### src/rtl/controlador_tablero_pkg.sv
// rtl/controlador_tablero_pkg.sv - cell encodings, state type and board size for the board owner
package controlador_tablero_pkg;

    localparam logic [1:0] EMPTY      = 2'b00;
    localparam logic [1:0] P1         = 2'b01;
    localparam logic [1:0] P2         = 2'b10;
    localparam int         BOARD_SIZE = 9;

    typedef logic [1:0] cell_t;

    typedef enum logic [1:0] {
        PLAY  = 2'b00,
        CHECK = 2'b01,
        OVER  = 2'b10
    } state_t;

    function automatic cell_t other_player(input cell_t p);
        return (p == P1) ? P2 : P1;
    endfunction

endpackage

### src/rtl/controlador_tablero_if.sv
// rtl/controlador_tablero_if.sv - move request/response handshake between a player source and the board owner
interface controlador_tablero_if;

    logic       move_valid;
    logic [3:0] move_pos;
    logic       move_ready;
    logic       move_ack;
    logic       move_err;

    modport master (
        output move_valid,
        output move_pos,
        input  move_ready,
        input  move_ack,
        input  move_err
    );

    modport slave (
        input  move_valid,
        input  move_pos,
        output move_ready,
        output move_ack,
        output move_err
    );

endinterface

### src/rtl/controlador_tablero.sv
// rtl/controlador_tablero.sv - validates moves, writes the nine cells, alternates turns and declares game end
module controlador_tablero
    import controlador_tablero_pkg::*;
#(
    parameter logic [1:0] FIRST_PLAYER = P1
) (
    input  logic                  clk,
    input  logic                  reset,
    input  logic                  new_game,
    controlador_tablero_if.slave  mv,
    input  logic                  winner,
    input  logic [1:0]            winner_player,
    output logic [1:0]            pos1,
    output logic [1:0]            pos2,
    output logic [1:0]            pos3,
    output logic [1:0]            pos4,
    output logic [1:0]            pos5,
    output logic [1:0]            pos6,
    output logic [1:0]            pos7,
    output logic [1:0]            pos8,
    output logic [1:0]            pos9,
    output logic [1:0]            turn,
    output logic                  game_over,
    output logic                  draw,
    output logic [1:0]            result_player,
    output logic [3:0]            move_count
);

    state_t state;
    cell_t  board [BOARD_SIZE];
    logic   ack_q;
    logic   err_q;
    logic   legal;

    // Only an in-range index that addresses an empty cell can match here.
    always_comb begin
        legal = 1'b0;
        for (int i = 0; i < BOARD_SIZE; i++) begin
            if (mv.move_pos == 4'(i + 1) && board[i] == EMPTY) begin
                legal = 1'b1;
            end
        end
    end

    always_ff @(posedge clk or posedge reset) begin
        if (reset) begin
            state         <= PLAY;
            for (int i = 0; i < BOARD_SIZE; i++) board[i] <= EMPTY;
            turn          <= FIRST_PLAYER;
            move_count    <= 4'd0;
            ack_q         <= 1'b0;
            err_q         <= 1'b0;
            game_over     <= 1'b0;
            draw          <= 1'b0;
            result_player <= EMPTY;
        end else if (new_game) begin
            state         <= PLAY;
            for (int i = 0; i < BOARD_SIZE; i++) board[i] <= EMPTY;
            turn          <= FIRST_PLAYER;
            move_count    <= 4'd0;
            ack_q         <= 1'b0;
            err_q         <= 1'b0;
            game_over     <= 1'b0;
            draw          <= 1'b0;
            result_player <= EMPTY;
        end else begin
            ack_q <= 1'b0;
            err_q <= 1'b0;
            case (state)
                PLAY: begin
                    if (mv.move_valid) begin
                        if (legal) begin
                            for (int i = 0; i < BOARD_SIZE; i++) begin
                                if (mv.move_pos == 4'(i + 1)) board[i] <= turn;
                            end
                            move_count <= move_count + 4'd1;
                            ack_q      <= 1'b1;
                            state      <= CHECK;
                        end else begin
                            err_q <= 1'b1;
                        end
                    end
                end
                // Detector already sees the new cell; a win outranks a full board.
                CHECK: begin
                    if (winner) begin
                        result_player <= winner_player;
                        game_over     <= 1'b1;
                        state         <= OVER;
                    end else if (move_count == 4'(BOARD_SIZE)) begin
                        draw      <= 1'b1;
                        game_over <= 1'b1;
                        state     <= OVER;
                    end else begin
                        turn  <= other_player(turn);
                        state <= PLAY;
                    end
                end
                OVER:    ;
                default: state <= PLAY;
            endcase
        end
    end

    assign mv.move_ready = (state == PLAY);
    assign mv.move_ack   = ack_q;
    assign mv.move_err   = err_q;

    assign pos1 = board[0];
    assign pos2 = board[1];
    assign pos3 = board[2];
    assign pos4 = board[3];
    assign pos5 = board[4];
    assign pos6 = board[5];
    assign pos7 = board[6];
    assign pos8 = board[7];
    assign pos9 = board[8];

endmodule

### src/flat_wrapper.sv
// flat-port wrapper written by rule: the top's interface ports become plain ports
module controlador_tablero_flat import controlador_tablero_pkg::*;
#(
    parameter logic [1:0] FIRST_PLAYER = P1
)
  (clk, reset, new_game, winner, winner_player, pos1, pos2, pos3, pos4, pos5, pos6, pos7, pos8, pos9, turn, game_over, draw, result_player, move_count, mv_move_valid, mv_move_pos, mv_move_ready, mv_move_ack, mv_move_err);
  controlador_tablero_if mv_i ();
  input  logic clk;
  input  logic reset;
  input  logic new_game;
  input  logic winner;
  input  logic [1:0] winner_player;
  output logic [1:0] pos1;
  output logic [1:0] pos2;
  output logic [1:0] pos3;
  output logic [1:0] pos4;
  output logic [1:0] pos5;
  output logic [1:0] pos6;
  output logic [1:0] pos7;
  output logic [1:0] pos8;
  output logic [1:0] pos9;
  output logic [1:0] turn;
  output logic game_over;
  output logic draw;
  output logic [1:0] result_player;
  output logic [3:0] move_count;
  input wire logic [$bits(mv_i.move_valid)-1:0] mv_move_valid;
  input wire logic [$bits(mv_i.move_pos)-1:0] mv_move_pos;
  output wire logic [$bits(mv_i.move_ready)-1:0] mv_move_ready;
  output wire logic [$bits(mv_i.move_ack)-1:0] mv_move_ack;
  output wire logic [$bits(mv_i.move_err)-1:0] mv_move_err;
  assign mv_i.move_valid = mv_move_valid;
  assign mv_i.move_pos = mv_move_pos;
  assign mv_move_ready = mv_i.move_ready;
  assign mv_move_ack = mv_i.move_ack;
  assign mv_move_err = mv_i.move_err;
  controlador_tablero #(.FIRST_PLAYER(FIRST_PLAYER)) u_core (.clk(clk), .reset(reset), .new_game(new_game), .mv(mv_i), .winner(winner), .winner_player(winner_player), .pos1(pos1), .pos2(pos2), .pos3(pos3), .pos4(pos4), .pos5(pos5), .pos6(pos6), .pos7(pos7), .pos8(pos8), .pos9(pos9), .turn(turn), .game_over(game_over), .draw(draw), .result_player(result_player), .move_count(move_count));
endmodule
### config.mk
export PLATFORM = sky130hd
export DESIGN_NAME = controlador_tablero_flat
export DESIGN_NICKNAME = d
export VERILOG_FILES = /design/src/rtl/controlador_tablero_pkg.sv /design/src/rtl/controlador_tablero_if.sv /design/src/rtl/controlador_tablero.sv /design/src/flat_wrapper.sv
export SDC_FILE = /design/constraint.sdc
export NUM_CORES = 1
export LEC_CHECK = 0
export BUFFER_PORTS_ARGS = -buffer_cell sky130_fd_sc_hd__buf_4
export CAP_MARGIN = 20
export CORE_MARGIN = 4
export CORE_UTILIZATION = 59
export CTS_BUF_LIST = sky130_fd_sc_hd__clkbuf_4
export CTS_CLUSTER_DIAMETER = 200
export CTS_CLUSTER_SIZE = 28
export DETAILED_ROUTE_END_ITERATION = 6
export PLACE_DENSITY = 0.84
export SLEW_MARGIN = 20
export SYNTH_ARGS = -nofsm -noshare
export SYNTH_HDL_FRONTEND = slang
export SYNTH_SLANG_ARGS = --single-unit
### constraint.sdc
create_clock -name clk -period 3.57 [get_ports clk]
set_input_delay 0.1785 -clock clk [delete_from_list [all_inputs] [get_ports clk]]
set_output_delay 0.1785 -clock clk [all_outputs]
set_load 0.02 [all_outputs]
==> results of run 1 <==
worst reg2reg max path, stage by stage, from the launching register on:
cell                      delay (ps)
sky130_fd_sc_hd__dfrtp_1         430
sky130_fd_sc_hd__nor3b_1         650
sky130_fd_sc_hd__nand3_1         190
sky130_fd_sc_hd__a21oi_1         300
sky130_fd_sc_hd__a21oi_1         130
sky130_fd_sc_hd__nor2_1          100
logic make-up (layout without fill, tap and decap cells):
kind of cell / Yosys count / in the layout / share of synthesized area
flip-flops: 32 / 32 / 0.4812
AND/OR/NAND/NOR: 74 / 74 / 0.2455
multiplexers: 4 / 4 / 0.02703
buffers and inverters: 18 / 61 / 0.04805
AO/OA/AOI/OAI: 35 / 35 / 0.1832
adder cells (fa/ha/maj): 2 / 2 / 0.01501
layout by cell type (no fill, tap or decap), types with 2 or more instances in the layout:
cell type,netlist,routed
sky130_fd_sc_hd__buf_4,0,42
sky130_fd_sc_hd__dfrtp_1,31,31
sky130_fd_sc_hd__nor2_1,24,24
sky130_fd_sc_hd__nand2_1,13,13
sky130_fd_sc_hd__inv_1,10,10
sky130_fd_sc_hd__nand3_1,8,8
sky130_fd_sc_hd__a31oi_1,7,7
sky130_fd_sc_hd__a21oi_1,7,7
sky130_fd_sc_hd__clkbuf_4,0,7
sky130_fd_sc_hd__nor2b_1,6,6
sky130_fd_sc_hd__mux2_2,4,4
sky130_fd_sc_hd__nor3b_1,3,3
sky130_fd_sc_hd__nor3_1,3,3
sky130_fd_sc_hd__nor4_1,3,3
sky130_fd_sc_hd__o2bb2ai_1,3,3
sky130_fd_sc_hd__o32ai_1,3,3
sky130_fd_sc_hd__o21ai_0,2,2
sky130_fd_sc_hd__a32o_1,2,2
sky130_fd_sc_hd__nand2b_1,2,2
sky130_fd_sc_hd__a41oi_1,2,2
sky130_fd_sc_hd__ha_1,2,2
synth_stat cells, types with 2 or more instances:
cell                        number  area, µm²
sky130_fd_sc_hd__o32ai_1         3      26.28
sky130_fd_sc_hd__nand2_1        13      48.80
sky130_fd_sc_hd__clkbuf_1        3      11.26
sky130_fd_sc_hd__dfrtp_1        31      775.7
sky130_fd_sc_hd__nand3_1         8      40.04
sky130_fd_sc_hd__nor4_1          3      18.77
sky130_fd_sc_hd__a41oi_1         2      17.52
sky130_fd_sc_hd__mux2_2          4      45.04
sky130_fd_sc_hd__inv_1          10      37.54
sky130_fd_sc_hd__o2bb2ai_1       3      26.28
sky130_fd_sc_hd__a21oi_1         7      35.03
sky130_fd_sc_hd__clkbuf_2        2      10.01
sky130_fd_sc_hd__nor3b_1         3      22.52
sky130_fd_sc_hd__ha_1            2      25.02
sky130_fd_sc_hd__buf_2           2      10.01
sky130_fd_sc_hd__o21ai_0         2      10.01
sky130_fd_sc_hd__nor2b_1         6      37.54
sky130_fd_sc_hd__a32o_1          2      20.02
sky130_fd_sc_hd__nand2b_1        2      12.51
sky130_fd_sc_hd__nor3_1          3      15.01
sky130_fd_sc_hd__nor2_1         24      90.09
sky130_fd_sc_hd__a31oi_1         7      43.79
per-stage QoR:
| step | setup WS [ps] | total power [W] |
|---|---|---|
| after CTS | 1682 | 0.0006869 |
| after floorplan | 1802 | 0.0004495 |
| after detailed placement | 1600 | 0.0004838 |
| after global placement | 1661 | 0.0004804 |
| after global routing | 1523 | 0.0007145 |
| final | 1689 | 0.0006831 |
layer usage:
metal  routed length, µm  global-route usage  part of all wire
met1                1647              0.2995              0.41
met2                2025              0.4003              0.51
met3                 270             0.03774             0.068
met4                  42             0.07740             0.011
met5                   0                   0                 0
power by group:
part / switching (W) / internal, W
clock: 0.000115 / 0.0000908
combinational: 0.0000633 / 0.0000379
sequential: 0.00000747 / 0.000369
what timing repair did:
action / in CTS / in global routing
hold buffers: 1 / 0
hold endpoints to repair: 15 / 0
setup endpoints to repair: 0 / 0
layout make-up:
type,instances,area [µm²]
fillers,202,689.4
flip-flops and latches,32,802.0
inverters,10,37.54
well taps,31,38.79
clock inverters,1,3.754
multi-input cells,115,784.5
repair buffers,43,325.3
clock buffers,7,52.55
path summary, 6_finish.rpt:
kind / endpoint / slack (ps) / depth (start not counted) / startpoint
worst max-delay path: u_core.pos4[1]$_DFFE_PP0P_ / 1690 / 5 / u_core.state[1]$_DFFE_PP0P_
worst min-delay path: u_core.result_player[0]$_DFFE_PP0P_ / 110 / 3 / winner_player[0]
worst max register to register: u_core.pos4[1]$_DFFE_PP0P_ / 1690 / 5 / u_core.state[1]$_DFFE_PP0P_
worst min register to register: u_core.game_over$_DFFE_PP0P_ / 520 / 2 / u_core.game_over$_DFFE_PP0P_
max in group asynchronous: u_core.turn[0]$_DFFE_PP1P_ / 2370 / 4 / reset
min in group asynchronous: u_core.pos9[0]$_DFFE_PP0P_ / 480 / 3 / reset
==> impl.org, run 1 <==
** Run status
- Result of the run :: completed

** Setup path
- The worst setup path is of the flop to flop kind.
- Top Family by Delay on Critical Path :: simple AND/OR/NAND/NOR gates
- Critical path data arrival time :: 2140 ps
- Largest stage delay on the critical path :: 650 ps
- Cell with the biggest individual delay on the critical path :: sky130_fd_sc_hd__nor3b_1
- Largest fanout of any net on the critical path :: 5
- The cell that appears most often on the critical path is sky130_fd_sc_hd__a21oi_1.
- Data required time of the critical path :: 3830 ps
- The number of buffers and inverters on the critical path is 0.
- The worst setup path is captured at a flop.
- The worst setup path is launched from a flop.
- Walking the worst path, the cells encountered are nor3b_1, nand3_1, a21oi_1, a21oi_1, nor2_1.

** Placed design
- Once detailed placement completed, the half-perimeter wirelength came to 2.935 mm.
- Including well taps, the total number of placed cells is 230.
- The congestion estimate from routability-driven global placement came to 0.9062.
- Cell area reported after detailed placement :: 1978 µm²
- During placement, the flow inserted port buffers numbering 41.

** Die
- The floorplan step set the die width to 61.15 µm.
- The floorplan step defined a core boundary enclosing 2734 µm².
- Top-level port count :: 42
- Standard-cell rows :: 19
- Die area :: 3739 µm²
- The die is 61.15 µm tall.
- Starting utilization of the core area :: 0.6096

** Global routing
- First-pass GRT wire length :: 6.479 mm
- GRT Resource Usage Total :: 0.2333
- Remaining global-route overflow :: 0
- Number of antenna violations at the first check in global routing :: 0
- Via count of the first global-routing pass :: 1,374
- Entering global routing, the biggest net connects 35 pins.

** Yosys
- The netlist uses 45 different library cells.
- Synthesized netlist net count :: 178
- Among all flip-flop cells after synthesis, the most frequent one is sky130_fd_sc_hd__dfrtp_1.
- Register bit total from synthesis :: 32
- Synth async-reset ratio :: 1.000
- Count of synthesis-stage warnings from yosys :: 0
- Post-Syn Instances :: 165
- Register area share after synthesis :: 0.4812
- Post-synthesis instance area :: 1667 µm²
- The synthesized design contains 0 enable-type register cells.
- Syn_area_per_cell :: 10.10 µm²

** Route
- The count of nets left with antenna violations once routing finished came out at 0.
- Summing over every cut layer, the via total after detailed routing is 1,429.
- The first detailed-routing pass took 5 iterations.
- Avg Vias per Cell :: 5.979
- 1st-iter DRT viols :: 74
- Average detailed-routed wire length per instance :: 16.68 µm
- For this block, the routed nets add up to 3.986 mm of wire.
- Number of design rule violations left after detail routing :: 0

** STA
- Hold timing on the final database bottoms out at a slack of 108.9 ps.
- Final hold viol count :: 0
- The worst path needs 1881 ps of the cycle, external delays included.
- After routing, the total negative slack on setup checks comes to 0 ps.
- For the pin with the worst max-slew slack, the measured transition is 747.8 ps.
- Setup repair after global routing left no endpoint under its margin.
- Final setup violation count :: 0
- Achievable clock frequency :: 0.5315 GHz
- Clock skew on the completed layout was measured at 8.598 ps.
- The worst pin sits at a relative slew slack of 0.5004.
- Max-slew violation count :: 0
- Period utilization :: 0.5270

** Layout
- The net count of the finished layout is 220.
- Fraction of layout cells with a size suffix above 1 :: 0.3173
- Growth of design area from synthesis to finish :: 22.67%
- u_core.move_count holds more flip-flops than any other register.
- The number of antenna diodes in the final layout is 0.
- Largest register FFs :: 4
- Core utilization of the finished layout :: 0.7478
- Filler-free cell count of the finished design :: 239
- Cell area after layout :: 2044 µm²

** CTS
- Clock latency on the worst-skew pair :: 330 ps
- Buffers inserted during clock tree synthesis total 5.
- Number of buffers on the longest clock path :: 2
- Count of instances resized after the clock tree is built :: 0
- Buffers added to address setup during post-CTS repair amount to 0.
- Clock-pin slew was measured on the worst setup and hold paths at 90 ps.
- TritonCTS built the clock tree.
- The tree is rooted in a sky130_fd_sc_hd__clkbuf_4.
- Clock sinks :: 32
- Maximum level of the CTS H-tree :: 2

** Min path
- Worst hold path type :: primary input to flop

** Power
- Worst IR Drop VDD :: 0.3145 mV
- Pleak :: 0.9417 nW
- In this run the power density over the cells is 334.1 nW/µm².

** Run
- Max-cap check violation count :: 0
(Power assumes the default switching activity.)
==> inputs of run 2 (changes only) <==
--- a/config.mk
+++ b/config.mk
@@ -8,12 +8,12 @@
 export BUFFER_PORTS_ARGS = -buffer_cell sky130_fd_sc_hd__buf_4
 export CAP_MARGIN = 20
 export CORE_MARGIN = 4
-export CORE_UTILIZATION = 59
+export CORE_UTILIZATION = 49
 export CTS_BUF_LIST = sky130_fd_sc_hd__clkbuf_4
 export CTS_CLUSTER_DIAMETER = 200
 export CTS_CLUSTER_SIZE = 28
 export DETAILED_ROUTE_END_ITERATION = 6
-export PLACE_DENSITY = 0.84
+export PLACE_DENSITY = 0.74
 export SLEW_MARGIN = 20
 export SYNTH_ARGS = -nofsm -noshare
 export SYNTH_HDL_FRONTEND = slang
==> constraint.sdc (replaced) <==
create_clock -name clk -period 1.6 [get_ports clk]
set_input_delay 0.08 -clock clk [delete_from_list [all_inputs] [get_ports clk]]
set_output_delay 0.08 -clock clk [all_outputs]
set_load 0.02 [all_outputs]
==> run 2 against run 1 <==
The run now ends with setup timing left. Sequential power increased by 120%. Clock power increased to 3.1 times the previous value. Via count grew 8.5%. Wire length rose by 17%. Register-to-register slack worse by 1900 ps. Die area is 18% higher. Clock skew fell by 4.0 ps. Hold slack worse by 90 ps. Combinational power rose to 3.0 times the previous value.
==> impl.org, run 2 (synthesis gave the netlist of run 1 again) <==
** Run status
- Result of the run :: complete, but fails checks (was completed)
- Violations in the final reports :: setup timing

** Placed design
- The standard cell area after detailed placement came to 2236 µm² (was 1978 µm²).
- Setup Slack @ Placement :: -166.6 ps (was 1600 ps)
- The number of port buffers is 41 (unchanged).
- The final weighted congestion of routability-driven global placement is 0.8620 (was 0.9062).
- The total half-perimeter wirelength after legalization and detailed placement was 3.169 mm (was 2.935 mm).

** Die
- Width of the chip :: 66.32 µm (was 61.15 µm)
- The effective utilization at floorplan came to 0.5286 (was 0.6096).
- Standard-cell rows :: 20 (was 19)
- Top-level port count :: 42 (unchanged)
- The vertical extent of the die came to 66.32 µm (was 61.15 µm).
- Die area :: 4398 µm² (was 3739 µm²)
- The core area was 3153 µm² (was 2734 µm²).

** Setup path
- The data arrival time of the critical path was 2060 ps (was 2140 ps).
- The internal reg-to-reg setup slack is -190 ps (was 1690 ps).
- The element type at the critical path start was a flop (unchanged).
- The highest fanout seen on the critical path is 6 (was 5).
- Ordered list of cells on the worst path: or3b_4, or3_4, a41oi_4, a41oi_1, nor2_1 (was nor3b_1, nand3_1, a21oi_1, a21oi_1, nor2_1).
- Cell with the biggest individual delay on the critical path :: sky130_fd_sc_hd__or3b_4 (was sky130_fd_sc_hd__nor3b_1)
- RR Startpoint :: u_core.state[0]$_DFFE_PP0P_ (was u_core.state[1]$_DFFE_PP0P_)
- Reg-to-reg endpoint :: u_core.pos3[1]$_DFFE_PP0P_ (was u_core.pos4[1]$_DFFE_PP0P_)
- Data required time of the critical path :: 1870 ps (was 3830 ps)
- Category of the most critical setup path :: flop to flop (unchanged)
- The number of cells traversed by the worst register-to-register path came to 5 (unchanged).
- Capturing element type of the critical path :: flop (unchanged)
- The largest stage delay on the critical path was 420 ps (was 650 ps).

** Min path
- Worst hold path cell count :: 3 (unchanged)
- Worst hold path type :: primary input to flop (unchanged)
- Hold Crit Endpoint :: u_core.result_player[1]$_DFFE_PP0P_ (was u_core.result_player[0]$_DFFE_PP0P_)
- The startpoint of the worst hold path is winner (was winner_player[0]).

** Layout
- The total of fill cells in the finished design came to 216 (was 202).
- The leading cell type in the layout, fill and taps excluded is sky130_fd_sc_hd__buf_4 (unchanged).
- The number of flip-flops in the largest register came to 4 (unchanged).
- The multi-input logic area is 894.6 µm² (was 784.5 µm²).
- The summed area of non-filler cells in the final layout is 2480 µm² (was 2044 µm²).
- Diodes inserted :: 0 (unchanged)
- Fraction of layout cells with a size suffix above 1 :: 0.5021 (was 0.3173)
- Highest-count cells in the layout ignoring fill and taps :: 70 x sky130_fd_sc_hd__buf_4, 24 x sky130_fd_sc_hd__nor2_1, 21 x sky130_fd_sc_hd__dfrtp_1 (was 42 x sky130_fd_sc_hd__buf_4, 31 x sky130_fd_sc_hd__dfrtp_1, 24 x sky130_fd_sc_hd__nor2_1)
- The final layout net count is 253 (was 220).
- The area taken by flip-flops and latches came to 814.5 µm² (was 802.0 µm²).
- The growth of design area from synthesis to finish is 48.80% (was 22.67%).
- Register name with the most flops :: u_core.move_count (unchanged)

** STA
- Max-slew violation count :: 0 (unchanged)
- The time the worst path needs with I/O delays and setup was 1790 ps (was 1881 ps).
- The hold violation count in the final report is 0 (unchanged).
- RSZ-0062 raised after global routing: true (was false).
- The final period utilization is 1.119 (was 0.5270).
- The worst clock skew came to 4.560 ps (was 8.598 ps).
- Actual slew at the worst max-slew pin :: 427.6 ps (was 747.8 ps)
- The summed negative setup slack over all endpoints was -1356 ps (was 0 ps).
- The worst slew margin relative to its limit was 0.7144 (was 0.5004).
- Final setup violation count :: 14 (was 0)
- The peak clock frequency supported by timing is 0.5586 GHz (was 0.5315 GHz).
- Final WS setup :: -190.3 ps (was 1689 ps)

** Global routing
- GR Util met1 :: 0.2893 (was 0.2995)
- The most heavily used metal layer in global routing was met2 (unchanged).
- The combined global-route utilization of all metal layers is 0.2263 (was 0.2333).
- Remaining global-route overflow :: 0 (unchanged)
- First-pass GRT wire length :: 7.465 mm (was 6.479 mm)
- Via count of the first global-routing pass :: 1,578 (was 1,374)
- Global Route met2 Usage :: 0.3631 (was 0.4003)
- The largest net degree at the start of global routing came to 35 (unchanged).
- The met3 usage was 0.05952 (was 0.03774).
- Number of antenna violations at the first check in global routing :: 0 (unchanged)

** CTS
- TritonCTS clock tree :: built (unchanged)
- The total CTS buffers was 5 (unchanged).
- Post-CTS clock slew at the launch and capture registers of the worst setup and hold paths :: 100 ps (was 90 ps)
- Number of buffers on the longest clock path :: 2 (unchanged)
- The clock sink total was 32 (unchanged).
- The root buffer cell was sky130_fd_sc_hd__clkbuf_4 (unchanged).
- Clock latency on the worst-skew pair :: 340 ps (was 330 ps)
- The depth of the CTS H-tree was 2 (unchanged).

** Power
- Worst IR Drop VDD :: 0.6154 mV (was 0.3145 mV)
- The power density normalized to cell area came to 714.8 nW/µm² (was 334.1 nW/µm²).
- Total Power Consumption :: 0.001773 W (was 0.0006831 W)
- The reported leakage power is 1.148 nW (was 0.9417 nW).

** Route
- Average detailed-routed wire length per instance :: 16.41 µm (was 16.68 µm)
- The number of antenna-violating nets in the routed design was 0 (unchanged).
- Avg Vias per Cell :: 5.439 (was 5.979)
- The wire length after detailed routing was 4.677 mm (was 3.986 mm).
- The DRC marker count from the first detailed-route iteration came to 139 (was 74).
- The detailed-router iteration count before antenna repair was 4 (was 5).
- Total via count in the routed design :: 1,550 (was 1,429)
- The DRC violation count after routing is 0 (unchanged).

** Run
- Max-cap check violation count :: 0 (unchanged)
[run 2: cell count changes in the layout (fill, tap and decap cells not counted), moves of 4 or more]
cell / change
sky130_fd_sc_hd__mux2_2: -4
sky130_fd_sc_hd__buf_4: +28
sky130_fd_sc_hd__dfrtp_1: -10
sky130_fd_sc_hd__mux2_4: +4
sky130_fd_sc_hd__dfrtp_2: +10
[run 2: power breakdown]
group	internal [W]	switching [W]	total, W
Sequential	0.000823	0.0000158	0.000839
Combinational	0.000139	0.000167	0.000306
Clock	0.000344	0.000283	0.000627
Total	0.00131	0.000466	0.00177
[run 2: repair_timing]
action / CTS / global route
gates resized for setup: 8 / 12
pin swaps: 4 / 13
hold buffers: 3 / 0
setup buffers: 2 / 5
setup endpoints to repair: 15 / 23
endpoints found under the hold margin: 33 / 0
[run 2: final cells by class]
class | instances | share of cell area
inverters | 10 | 0.01514
well taps | 44 | 0.02220
clock inverters | 2 | 0.01413
clock buffers | 6 | 0.01816
flip-flops and latches | 32 | 0.3285
repair buffers | 76 | 0.2412
multi-input cells | 115 | 0.3607
[run 2: worst max path at each step]
stage	depth (start not counted)	endpoint	from	slack (ps)
floorplan	5	u_core.move_count[3]$_DFFE_PP0P_	u_core.pos3[1]$_DFFE_PP0P_	-150
global placement	4	u_core.move_count[3]$_DFFE_PP0P_	u_core.state[1]$_DFFE_PP0P_	-110
detailed placement	4	u_core.move_count[3]$_DFFE_PP0P_	u_core.state[1]$_DFFE_PP0P_	-170
CTS	5	u_core.pos3[1]$_DFFE_PP0P_	u_core.state[0]$_DFFE_PP0P_	-140
global route	5	u_core.pos3[1]$_DFFE_PP0P_	u_core.state[0]$_DFFE_PP0P_	-230
finish	5	u_core.pos3[1]$_DFFE_PP0P_	u_core.state[0]$_DFFE_PP0P_	-190
[run 2: per-stage QoR]
step                instances    util  hold WS, ps
finish                    285  0.7865        18.62
global route              285  0.7865        4.315
CTS                       283  0.7627        5.790
detailed placement        270  0.7091        196.8
global placement          270  0.7091        187.3
floorplan                 165       -        194.8
[run 2: metal layers]
metal / part of all wire / wire length, µm / vias up
met4: 0.019 / 91 / 0
met1: 0.43 / 2020 / 740
li1: - / - / 739
met5: 0 / 0 / -
met3: 0.062 / 291 / 10
met2: 0.49 / 2274 / 61
[run 2: critical path: cells and delay by family (launching register included)]
kind            cells  cell delay [ps]
simple gates        3              910
compound gates      2              420
flops               1              390
==> inputs of run 3 (changes only) <==
--- a/config.mk
+++ b/config.mk
@@ -5,15 +5,18 @@
 export SDC_FILE = /design/constraint.sdc
 export NUM_CORES = 1
 export LEC_CHECK = 0
+export ABC_CLOCK_PERIOD_IN_PS = 1600
 export BUFFER_PORTS_ARGS = -buffer_cell sky130_fd_sc_hd__buf_4
 export CAP_MARGIN = 20
+export CELL_PAD_IN_SITES_DETAIL_PLACEMENT = 1
+export CELL_PAD_IN_SITES_GLOBAL_PLACEMENT = 2
 export CORE_MARGIN = 4
-export CORE_UTILIZATION = 49
+export CORE_UTILIZATION = 30
 export CTS_BUF_LIST = sky130_fd_sc_hd__clkbuf_4
 export CTS_CLUSTER_DIAMETER = 200
 export CTS_CLUSTER_SIZE = 28
 export DETAILED_ROUTE_END_ITERATION = 6
-export PLACE_DENSITY = 0.74
+export PLACE_DENSITY_LB_ADDON = 0.15
 export SLEW_MARGIN = 20
 export SYNTH_ARGS = -nofsm -noshare
 export SYNTH_HDL_FRONTEND = slang
==> run 3 against run 2 <==
Critical endpoint is now u_core.pos3[0]$_DFFE_PP0P_. Clock power down 21%. The run still ends with setup timing left. Sequential power about the same. Maximum frequency down 1.3%. Flip-flop and latch count did not move. First-iteration DRC count is 55% lower. Die area increased by 55%.
==> impl.org, run 3 (synthesis gave the netlist of run 1 again) <==
** Power
- Relative contribution of the clock network to total power :: 0.297 (was 0.354)
- Internal Dissipation :: 0.001175 W (was 0.001307 W)
- The share of power burned in combinational logic came to 0.197 (was 0.173).
- Share of total power consumed by net switching :: 0.2931 (was 0.2628)
- Fraction of power consumed by sequential logic :: 0.506 (was 0.473)
- The worst vdd rail ir drop was 0.3477 mV (was 0.6154 mV).
- The reported leakage power came to 1.212 nW (was 1.148 nW).
- Power per unit of standard cell area :: 633.2 nW/µm² (was 714.8 nW/µm²)
- The net switching power is 0.0004872 W (was 0.0004659 W).

** Route
- Total via count in the routed design :: 1,639 (was 1,550)
- The detailed-router iteration count before antenna repair was 6 (was 4).
- The number of antenna-violating nets in the routed design was 0 (unchanged).
- Number of design rule violations left after detail routing :: 0 (unchanged)
- The wire length after detailed routing was 5.610 mm (was 4.677 mm).
- The post-detailed-route via-to-cell ratio came to 5.012 (was 5.439).
- 1st-iter DRT viols :: 62 (was 139)
- Average detailed-routed wire length per instance :: 17.16 µm (was 16.41 µm)

** Run
- The count of maximum capacitance violations came to 0 (unchanged).

** CTS
- The clock transition at the register clock pins on the worst setup and hold paths after CTS was 110 ps (was 100 ps).
- The root buffer cell was sky130_fd_sc_hd__clkbuf_4 (unchanged).
- The maximum count of clock buffers along a single path was 2 (unchanged).
- Clock sinks :: 32 (unchanged)
- The total CTS buffers was 5 (unchanged).
- TritonCTS clock tree :: built (unchanged)
- The worst-skew pair later-pin latency was 340 ps (about the same).
- Maximum level of the CTS H-tree :: 2 (unchanged)

** STA
- Max-slew violation count :: 0 (unchanged)
- RSZ-0062 raised after global routing :: true (unchanged)
- Final hold viol count :: 0 (unchanged)
- The time the worst path needs with I/O delays and setup came to 1814 ps (was 1790 ps).
- Final setup violation count :: 14 (unchanged)
- Actual slew at the worst max-slew pin :: 437.8 ps (was 427.6 ps)
- The worst slew margin relative to its limit was 0.7082 (was 0.7144).
- Achievable clock frequency :: 0.5512 GHz (was 0.5586 GHz)
- Post-Route Skew :: 9.384 ps (was 4.560 ps)
- Period utilization :: 1.134 (was 1.119)
- The post-layout worst setup margin is -214.3 ps (was -190.3 ps).
- Post-Route Setup TNS :: -1945 ps (was -1356 ps)

** Layout
- The leading cell type in the layout, fill and taps excluded is sky130_fd_sc_hd__buf_4 (unchanged).
- Largest register FFs :: 4 (unchanged)
- The area taken by flip-flops and latches is 814.5 µm² (unchanged).
- Diodes inserted :: 0 (unchanged)
- Highest-count cells in the layout ignoring fill and taps :: 84 x sky130_fd_sc_hd__buf_4, 24 x sky130_fd_sc_hd__nor2_1, 21 x sky130_fd_sc_hd__dfrtp_1 (was 70 x sky130_fd_sc_hd__buf_4, 24 x sky130_fd_sc_hd__nor2_1, 21 x sky130_fd_sc_hd__dfrtp_1)
- The growth of design area from synthesis to finish came to 57.51% (was 48.80%).
- Fraction of layout cells with a size suffix above 1 :: 0.5409 (was 0.5021)
- Fin nets :: 269 (was 253)
- Multi-input combinational cell area :: 912.1 µm² (was 894.6 µm²)
- Register name with the most flops :: u_core.move_count (unchanged)
- Fillcell total :: 594 (was 216)

** Min path
- Worst hold path cell count :: 3 (unchanged)
- Worst hold path type :: primary input to flop (unchanged)

** Setup path
- The data arrival time of the critical path is 2100 ps (was 2060 ps).
- The number of cells traversed by the worst register-to-register path is 6 (was 5).
- The path type of the worst setup path is flop to flop (unchanged).
- Largest fanout of any net on the critical path :: 4 (was 6)
- The capturing element type of the critical path is a flop (unchanged).
- Data required time of the critical path :: 1880 ps (was 1870 ps)
- Critical Path Start Type :: flop (unchanged)

** Die
- Standard-cell rows :: 26 (was 20)
- The vertical extent of the die came to 82.54 µm (was 66.32 µm).
- The width of the die came to 82.54 µm (was 66.32 µm).
- The core area came to 5238 µm² (was 3153 µm²).
- Starting utilization of the core area :: 0.3182 (was 0.5286)
- The area enclosed by the die boundary is 6812 µm² (was 4398 µm²).
- The top-level port count is 42 (unchanged).

** Global routing
- The wire length of the first global-routing pass was 8.756 mm (was 7.465 mm).
- Number of antenna violations at the first check in global routing :: 0 (unchanged)
- Via count of the first global-routing pass :: 1,718 (was 1,578)
- Largest net degree at the start of global routing :: 35 (unchanged)
- Remaining global-route overflow :: 0 (unchanged)
- The combined global-route utilization of all metal layers is 0.1724 (was 0.2263).

** Placed design
- Dpl hpwl :: 3.814 mm (was 3.169 mm)
- The final weighted congestion of routability-driven global placement came to 0.7998 (was 0.8620).
- Setup Slack @ Placement :: -174.4 ps (was -166.6 ps)
- Number of buffer cells added on primary ports :: 41 (unchanged)

** Run status
- Violations in the final reports :: setup timing (unchanged)
- Result of the run :: complete, but fails checks (unchanged)
-- run 3: changes by cell type in the layout (fill, tap and decap cells not counted), moves of 2 or more --
cell | previous run | this run
sky130_fd_sc_hd__buf_6 | 2 | 5
sky130_fd_sc_hd__buf_4 | 70 | 84
sky130_fd_sc_hd__o2bb2ai_2 | 1 | 3
sky130_fd_sc_hd__mux2_4 | 4 | 1
sky130_fd_sc_hd__o2bb2ai_1 | 2 | 0
sky130_fd_sc_hd__mux2_2 | 0 | 3
-- run 3: critical path, stage by stage, from the launching register on --
cell and delay [ps]:
sky130_fd_sc_hd__dfrtp_1 390, sky130_fd_sc_hd__or3b_4 420, sky130_fd_sc_hd__or3_4 350, sky130_fd_sc_hd__a41oi_4 260, sky130_fd_sc_hd__buf_6 150, sky130_fd_sc_hd__a41oi_2 100, sky130_fd_sc_hd__nor2_1 100
-- run 3: cell type report --
cell class / instances / share of cell area
Sequential cell: 32 / 0.3103
Tap cell: 70 / 0.03337
Clock inverter: 1 / 0.001430
Timing Repair Buffer: 92 / 0.2731
Multi-Input combinational cell: 115 / 0.3475
Inverter: 10 / 0.01430
Clock buffer: 7 / 0.02002
-- run 3: power groups by stage --
stage	Combinational (W)	Sequential [W]	Clock [W]
finish	0.000327	0.000840	0.000494
global route	0.000354	0.000843	0.000557
detailed placement	0.000273	0.000856	0
CTS	0.000305	0.000840	0.000510
global placement	0.000267	0.000854	0
floorplan	0.000138	0.000866	0
-- run 3: timing repair --
| action | CTS | global route |
|---|---|---|
| pin swaps | 12 | 10 |
| endpoints found under the setup margin | 19 | 23 |
| resized for setup | 12 | 12 |
| endpoints found under the hold margin | 33 | 0 |
| hold buffers | 3 | 0 |
| buffers inserted | 6 | 11 |
| gates cloned | 0 | 0 |
-- run 3: worst paths after layout --
path / end / slack, ps / startpoint
worst max-delay path: u_core.pos3[0]$_DFFE_PP0P_ / -210 / u_core.state[1]$_DFFE_PP0P_
worst min-delay path: u_core.result_player[1]$_DFFE_PP0P_ / 30 / winner
worst max register to register: u_core.pos3[0]$_DFFE_PP0P_ / -210 / u_core.state[1]$_DFFE_PP0P_
worst min register to register: u_core.game_over$_DFFE_PP0P_ / 520 / u_core.game_over$_DFFE_PP0P_
max in group asynchronous: u_core.turn[0]$_DFFE_PP1P_ / 870 / reset
min in group asynchronous: u_core.pos4[1]$_DFFE_PP0P_ / 390 / reset
-- run 3: routing by layer --
layer	routed length (µm)	share of wire	vias to the layer above	track usage
li1	-	-	772	-
met1	2421	0.43	825	0.2109
met2	2906	0.52	38	0.2989
met3	231	0.041	4	0.03905
met4	51	0.0091	0	0.05556
met5	0	0	-	0
-- run 3: through the flow --
stage	hold slack [ps]	util	total power, W	area, µm²	instances
after global placement	201.7	0.4379	0.001121	2293	301
after detailed placement	214.4	0.4379	0.001129	2293	301
after CTS	22.02	0.4747	0.001655	2486	317
final	34.40	0.5012	0.001662	2625	327
after floorplan	194.8	-	0.001004	1693	165
after global routing	3.350	0.5012	0.001754	2625	327
